--- src/rtl/seq_mac_tile_sched.sv ---
// Tile scheduler: sequences one seq_MAC over a K-split reduction,
// chaining each tile's D back in as the next tile's C.
module seq_mac_tile_sched #(
    parameter int M         = 2,
    parameter int N         = 2,
    parameter int K         = 2,
    parameter int MAX_WIDTH = 16,
    parameter int P         = 2,
    parameter int MAX_TILES = 16,
    localparam int BW = $clog2(MAX_WIDTH/P) + 1,
    localparam int TW = $clog2(MAX_TILES + 1)
) (
    input  logic                                 clk_i,
    input  logic                                 rst_ni,
    input  logic                                 desc_valid_i,
    output logic                                 desc_ready_o,
    input  logic [TW-1:0]                        desc_tiles_i,
    input  logic [BW-1:0]                        desc_bsa_i,
    input  logic [BW-1:0]                        desc_bsb_i,
    input  logic [M-1:0][N-1:0][31:0]            desc_c_i,
    input  logic                                 op_valid_i,
    output logic                                 op_ready_o,
    input  logic [M-1:0][K-1:0][MAX_WIDTH-1:0]   op_a_i,
    input  logic [K-1:0][N-1:0][MAX_WIDTH-1:0]   op_b_i,
    output logic [M-1:0][K-1:0][MAX_WIDTH-1:0]   mac_a_o,
    output logic [K-1:0][N-1:0][MAX_WIDTH-1:0]   mac_b_o,
    output logic [M-1:0][N-1:0][31:0]            mac_c_o,
    output logic [BW-1:0]                        mac_bsa_o,
    output logic [BW-1:0]                        mac_bsb_o,
    output logic                                 mac_valid_o,
    input  logic                                 mac_ready_i,
    input  logic                                 mac_valid_i,
    output logic                                 mac_ready_o,
    input  logic [M-1:0][N-1:0][31:0]            mac_d_i,
    output logic                                 res_valid_o,
    input  logic                                 res_ready_i,
    output logic [M-1:0][N-1:0][31:0]            res_d_o,
    output logic                                 res_err_o,
    output logic                                 busy_o,
    output logic [TW-1:0]                        tile_idx_o
);

    typedef enum logic [2:0] {
        IDLE,
        FETCH,
        LAUNCH,
        WAIT,
        DONE
    } state_e;

    localparam logic [BW-1:0] MAX_BS = BW'(MAX_WIDTH / P);
    localparam logic [TW-1:0] MAX_T  = TW'(MAX_TILES);

    state_e state_q, state_d;

    logic [TW-1:0]                      tiles_q;
    logic [TW-1:0]                      idx_q;
    logic [BW-1:0]                      bsa_q;
    logic [BW-1:0]                      bsb_q;
    logic                               err_q;
    logic [M-1:0][N-1:0][31:0]          acc_q;
    logic [M-1:0][K-1:0][MAX_WIDTH-1:0] a_q;
    logic [K-1:0][N-1:0][MAX_WIDTH-1:0] b_q;

    logic desc_bad;
    logic last_tile;
    logic desc_fire;
    logic op_fire;
    logic res_fire;

    assign desc_bad = (desc_bsa_i == '0) || (desc_bsa_i > MAX_BS)
                   || (desc_bsb_i == '0) || (desc_bsb_i > MAX_BS)
                   || (desc_tiles_i > MAX_T);

    assign last_tile = (idx_q + TW'(1)) == tiles_q;

    always_ff @(posedge clk_i or negedge rst_ni) begin
        if (!rst_ni) begin
            state_q <= IDLE;
        end else begin
            state_q <= state_d;
        end
    end

    // Handshake ports decode purely from state, so only one is ever live.
    always_comb begin
        state_d      = state_q;
        desc_ready_o = 1'b0;
        op_ready_o   = 1'b0;
        mac_valid_o  = 1'b0;
        mac_ready_o  = 1'b0;
        res_valid_o  = 1'b0;
        unique case (state_q)
            IDLE: begin
                desc_ready_o = 1'b1;
                if (desc_valid_i) begin
                    if (desc_bad || desc_tiles_i == '0) begin
                        state_d = DONE;
                    end else begin
                        state_d = FETCH;
                    end
                end
            end
            FETCH: begin
                op_ready_o = 1'b1;
                if (op_valid_i) state_d = LAUNCH;
            end
            LAUNCH: begin
                mac_valid_o = 1'b1;
                if (mac_ready_i) state_d = WAIT;
            end
            WAIT: begin
                mac_ready_o = 1'b1;
                if (mac_valid_i) begin
                    state_d = last_tile ? DONE : FETCH;
                end
            end
            DONE: begin
                res_valid_o = 1'b1;
                if (res_ready_i) state_d = IDLE;
            end
            default: state_d = IDLE;
        endcase
    end

    assign desc_fire = desc_ready_o & desc_valid_i;
    assign op_fire   = op_ready_o & op_valid_i;
    assign res_fire  = mac_ready_o & mac_valid_i;

    always_ff @(posedge clk_i or negedge rst_ni) begin
        if (!rst_ni) begin
            tiles_q <= '0;
            idx_q   <= '0;
            bsa_q   <= '0;
            bsb_q   <= '0;
            err_q   <= 1'b0;
            acc_q   <= '0;
            a_q     <= '0;
            b_q     <= '0;
        end else begin
            if (desc_fire) begin
                tiles_q <= desc_tiles_i;
                bsa_q   <= desc_bsa_i;
                bsb_q   <= desc_bsb_i;
                acc_q   <= desc_c_i;
                idx_q   <= '0;
                err_q   <= desc_bad;
            end
            if (op_fire) begin
                a_q <= op_a_i;
                b_q <= op_b_i;
            end
            // Bit-exact chaining: D of this tile is C of the next.
            if (res_fire) begin
                acc_q <= mac_d_i;
                idx_q <= idx_q + TW'(1);
            end
        end
    end

    assign mac_a_o    = a_q;
    assign mac_b_o    = b_q;
    assign mac_c_o    = acc_q;
    assign mac_bsa_o  = bsa_q;
    assign mac_bsb_o  = bsb_q;
    assign res_d_o    = acc_q;
    assign res_err_o  = err_q;
    assign busy_o     = (state_q != IDLE);
    assign tile_idx_o = idx_q;

endmodule

--- config.mk ---
export PLATFORM = sky130hd
export DESIGN_NAME = seq_mac_tile_sched
export DESIGN_NICKNAME = d
export VERILOG_FILES = /design/src/rtl/seq_mac_tile_sched.sv
export SDC_FILE = /design/constraint.sdc
export NUM_CORES = 1
export LEC_CHECK = 0
export CAP_MARGIN = 20
export CELL_PAD_IN_SITES_DETAIL_PLACEMENT = 1
export CELL_PAD_IN_SITES_GLOBAL_PLACEMENT = 2
export CORE_AREA = 2 2 315 317
export DETAILED_ROUTE_END_ITERATION = 10
export DIE_AREA = 0 0 317 319
export HOLD_SLACK_MARGIN = 0.06
export PLACE_DENSITY_LB_ADDON = 0.1
export SKIP_CTS_REPAIR_TIMING = 1
export SYNTH_ARGS = -nofsm -noshare
export SYNTH_HDL_FRONTEND = slang
export SYNTH_SLANG_ARGS = --single-unit
--- constraint.sdc ---
create_clock -name clk_i -period 1.55 [get_ports clk_i]
set_input_delay 0.31 -clock clk_i [delete_from_list [all_inputs] [get_ports clk_i]]
set_output_delay 0.31 -clock clk_i [all_outputs]
set_load 0.05 [all_outputs]
==> impl_metrics.env, run 1 <==
export IMPL_drtPass1Iterations=4
export IMPL_final_seq_area_sq_um=7130
export IMPL_hold_path_startpoint="desc_bsa_i[2]"
export IMPL_row_count=115
export IMPL_dr_wl_met3_mm=7.87
export IMPL_grt_pass1_wl_mm=93.2
export IMPL_io_buffers=807
export IMPL_die_area_sq_um=101000
export IMPL_fin_util_pct=30.5
export IMPL_routedWlPerCell_um=22.3
export IMPL_async_reset_ff_share_pct=100
export IMPL_final_cells=3203
export IMPL_yosys_area_top_type="dfrtp_1"
export IMPL_crit_path_max_fanout=3
export IMPL_routed_via_count=11400
export IMPL_cellPowerDensity_nw_per_um2=2740
export IMPL_ys_warn_count=0
export IMPL_maxCapViolCount=0
export IMPL_arrival_ps=1740
export IMPL_ys_top_cells_by_count="278 x dfrtp_1, 145 x buf_4, 141 x mux2_2"
export IMPL_nFillCells=10200
export IMPL_synth_edf_count=0
export IMPL_gp_congestion=0.721
export IMPL_synth_fp_nets=1459
export IMPL_synth_distinct_cells=38
export IMPL_fin_ws_ps=-504
export IMPL_ant_nets=0
export IMPL_cts_sinks=278
export IMPL_required_ps=1240
export IMPL_yosysMostFrequentCell="dfrtp_1"
export IMPL_drt_iter0_drc=237
export IMPL_hold_viol=0
export IMPL_syn_avg_cell_area_sq_um=12.3
export IMPL_syn_area_sq_um=13000
export IMPL_peakVddDrop_mv=1.69
export IMPL_power_leakage_nw=12.3
export IMPL_grt_max_degree=39
export IMPL_grt_pass1_vias=12600
export IMPL_viasPerCell=3.56
export IMPL_core_sq_um=97700
export IMPL_nets=2286
export IMPL_critical_path_class="flop to output pin"
export IMPL_period_minus_slack_ps=2050
export IMPL_setup_viol=286
export IMPL_reg2reg_from="state_q[2]"
export IMPL_hold_end="mac_bsa_o[2]"
export IMPL_rsz0062_at_grt="yes"
export IMPL_top_layer_used="met5"
export IMPL_post_route_period_util_pct=133
export IMPL_synthFlopType="dfrtp_1"
export IMPL_worst_hold_path_num_cells=3
export IMPL_reg2regPathDepth=7
export IMPL_fin_area_sq_um=29800
export IMPL_ys_seq_area_share_pct=53.7
export IMPL_drv_slew=0
export IMPL_start_util_pct=13.3
export IMPL_ios=808
export IMPL_synthCells=1054
export IMPL_multi_input_area_sq_um=5190
export IMPL_die_w_um=317
export IMPL_clk_latency_ps=570
export IMPL_cts_max_path_buffers=3
export IMPL_grt_overflow=0
export IMPL_drive_above_1_share_pct=49.9
export IMPL_yosys_area_top_type_share_pct=53.7
export IMPL_relSlewSlack_pct=64.0
export IMPL_dr_wl_met2_mm=37.1
export IMPL_cts_made_buffers=41
export IMPL_die_h_um=319
export IMPL_dp_cells=3055
export IMPL_start_kind="flop"
export IMPL_violations="negative setup slack"
export IMPL_dp_hpwl_mm=53.8
export IMPL_tightest_slew_ps=535
export IMPL_r2r_slack_ps=-460
export IMPL_antenna_found_initial=25
export IMPL_skew_ps=23.6
export IMPL_outcome="finished, violations left"
export IMPL_r2r_end="tiles_q[0]"
export IMPL_crit_path_end_kind="output pin"
export IMPL_hp_class="input port to flop"
export IMPL_cts_reportedPaths_clkPinSlew_ps=60
export IMPL_synth_seq_cells=278
export IMPL_synthTopCellsByArea="dfrtp_1 54%, mux2_2 12%, mux2i_1 9.9%"
export IMPL_placed_cell_area_sq_um=26300
export IMPL_fmax_mhz=487
export IMPL_htree_num_levels=2
export IMPL_cts_root_buf="clkbuf_16"
export IMPL_cts_tree="built"
export IMPL_syn2layout_area_growth_pct=130
export IMPL_m1WireLength_mm=24.9
export IMPL_drc_errors=0
export IMPL_hold_slack_ps=158
export IMPL_grt_util_all_layers_pct=12.8
export IMPL_wl_mm=71.4
==> worst max-delay path, cell delays in order (launching register included) <==
cell and delay, ps:
dfrtp_2 430, buf_6 130, or3_4 410, clkinvlp_4 100, buf_12 130
==> cell families (layout without fill, tap and decap cells) <==
| logic type | after synthesis | after routing | share of synthesized area, % |
|---|---|---|---|
| compound gates | 142 | 142 | 5.84 |
| xor+xnor | 8 | 8 | 0.860 |
| fa+ha+maj | 1 | 1 | 0.0966 |
| buf+inv | 195 | 1052 | 11.9 |
| flops | 278 | 278 | 53.7 |
| mux | 270 | 270 | 22.3 |
| other cells | 0 | 5 | 0 |
| simple gates | 160 | 160 | 5.24 |
==> state kept, by name, indices dropped and copies added (netlist names) <==
signal	cells
mac_a_o	64
mac_bsb_o	4
mac_b_o	64
mac_bsa_o	4
tile_idx_o	5
mac_c_o	128
state_q	3
tiles_q	5
res_err_o	1
==> stage by stage <==
stage | setup WS (ps) | power (W) | TNS, ps
after floorplan | -83.6 | 0.0410 | -4820
after global placement | -842 | 0.0678 | -121290
after detailed placement | -805 | 0.0682 | -126560
after CTS | -650 | 0.0784 | -70330
after global routing | -570 | 0.0849 | -122140
final | -504 | 0.0817 | -99740
==> worst max path at each step <==
stage	start	endpoint	slack, ps	cells after the start
2_1_floorplan	tile_idx_o[0]	state_q[0]	-80	5
5_1_grt	state_q[1]	desc_ready_o	-570	4
4_1_cts	state_q[2]	desc_ready_o	-650	4
3_3_place_gp	desc_bsb_i[0]	state_q[2]	-840	6
3_5_place_dp	desc_bsb_i[0]	state_q[2]	-800	6
6_report	state_q[1]	desc_ready_o	-500	4
==> where the power goes <==
group	internal (W)	switching (W)
clock network	0.00597	0.00376
registers	0.0113	0.00611
logic	0.0279	0.0267
total	0.0451	0.0365
==> per-layer routing <==
metal  up-vias  track usage (%)
met2       498             22.8
met1      5587             12.8
li1       5171                -
met3       101             6.81
met4        36             3.17
met5         -                0
==> layout by cell type, fill, tap and decap left out, types with 25 or more instances in the layout <==
cell	netlist	routed
dfrtp_1	278	143
mux2i_1	128	112
clkdlybuf4s50_1	0	398
clkbuf_16	0	64
buf_12	14	429
buf_4	145	73
o21ai_1	125	125
buf_6	2	25
dfrtp_2	0	135
nand2_1	135	135
mux2_4	0	140
==> area by class of cell <==
| cell class | instances | area share, % |
|---|---|---|
| antenna | 5 | 0.0420 |
| clock buffer | 61 | 4.13 |
| clock inverter | 12 | 0.479 |
| inverter | 5 | 0.0756 |
| multi-input combinational | 581 | 17.4 |
| sequential | 278 | 23.9 |
| tap | 1287 | 5.40 |
| timing repair buffer | 974 | 48.6 |
No activity file was read; power rests on OpenSTA's default activity.
==> inputs of run 2 (changes only) <==
--- a/config.mk
+++ b/config.mk
@@ -14,6 +14,7 @@
 export HOLD_SLACK_MARGIN = 0.06
 export PLACE_DENSITY_LB_ADDON = 0.1
 export SKIP_CTS_REPAIR_TIMING = 1
+export SLEW_MARGIN = 10
 export SYNTH_ARGS = -nofsm -noshare
 export SYNTH_HDL_FRONTEND = slang
 export SYNTH_SLANG_ARGS = --single-unit
==> results of run 2 <==
No change in the layout: final DEF, timing and power equal those of run 1.
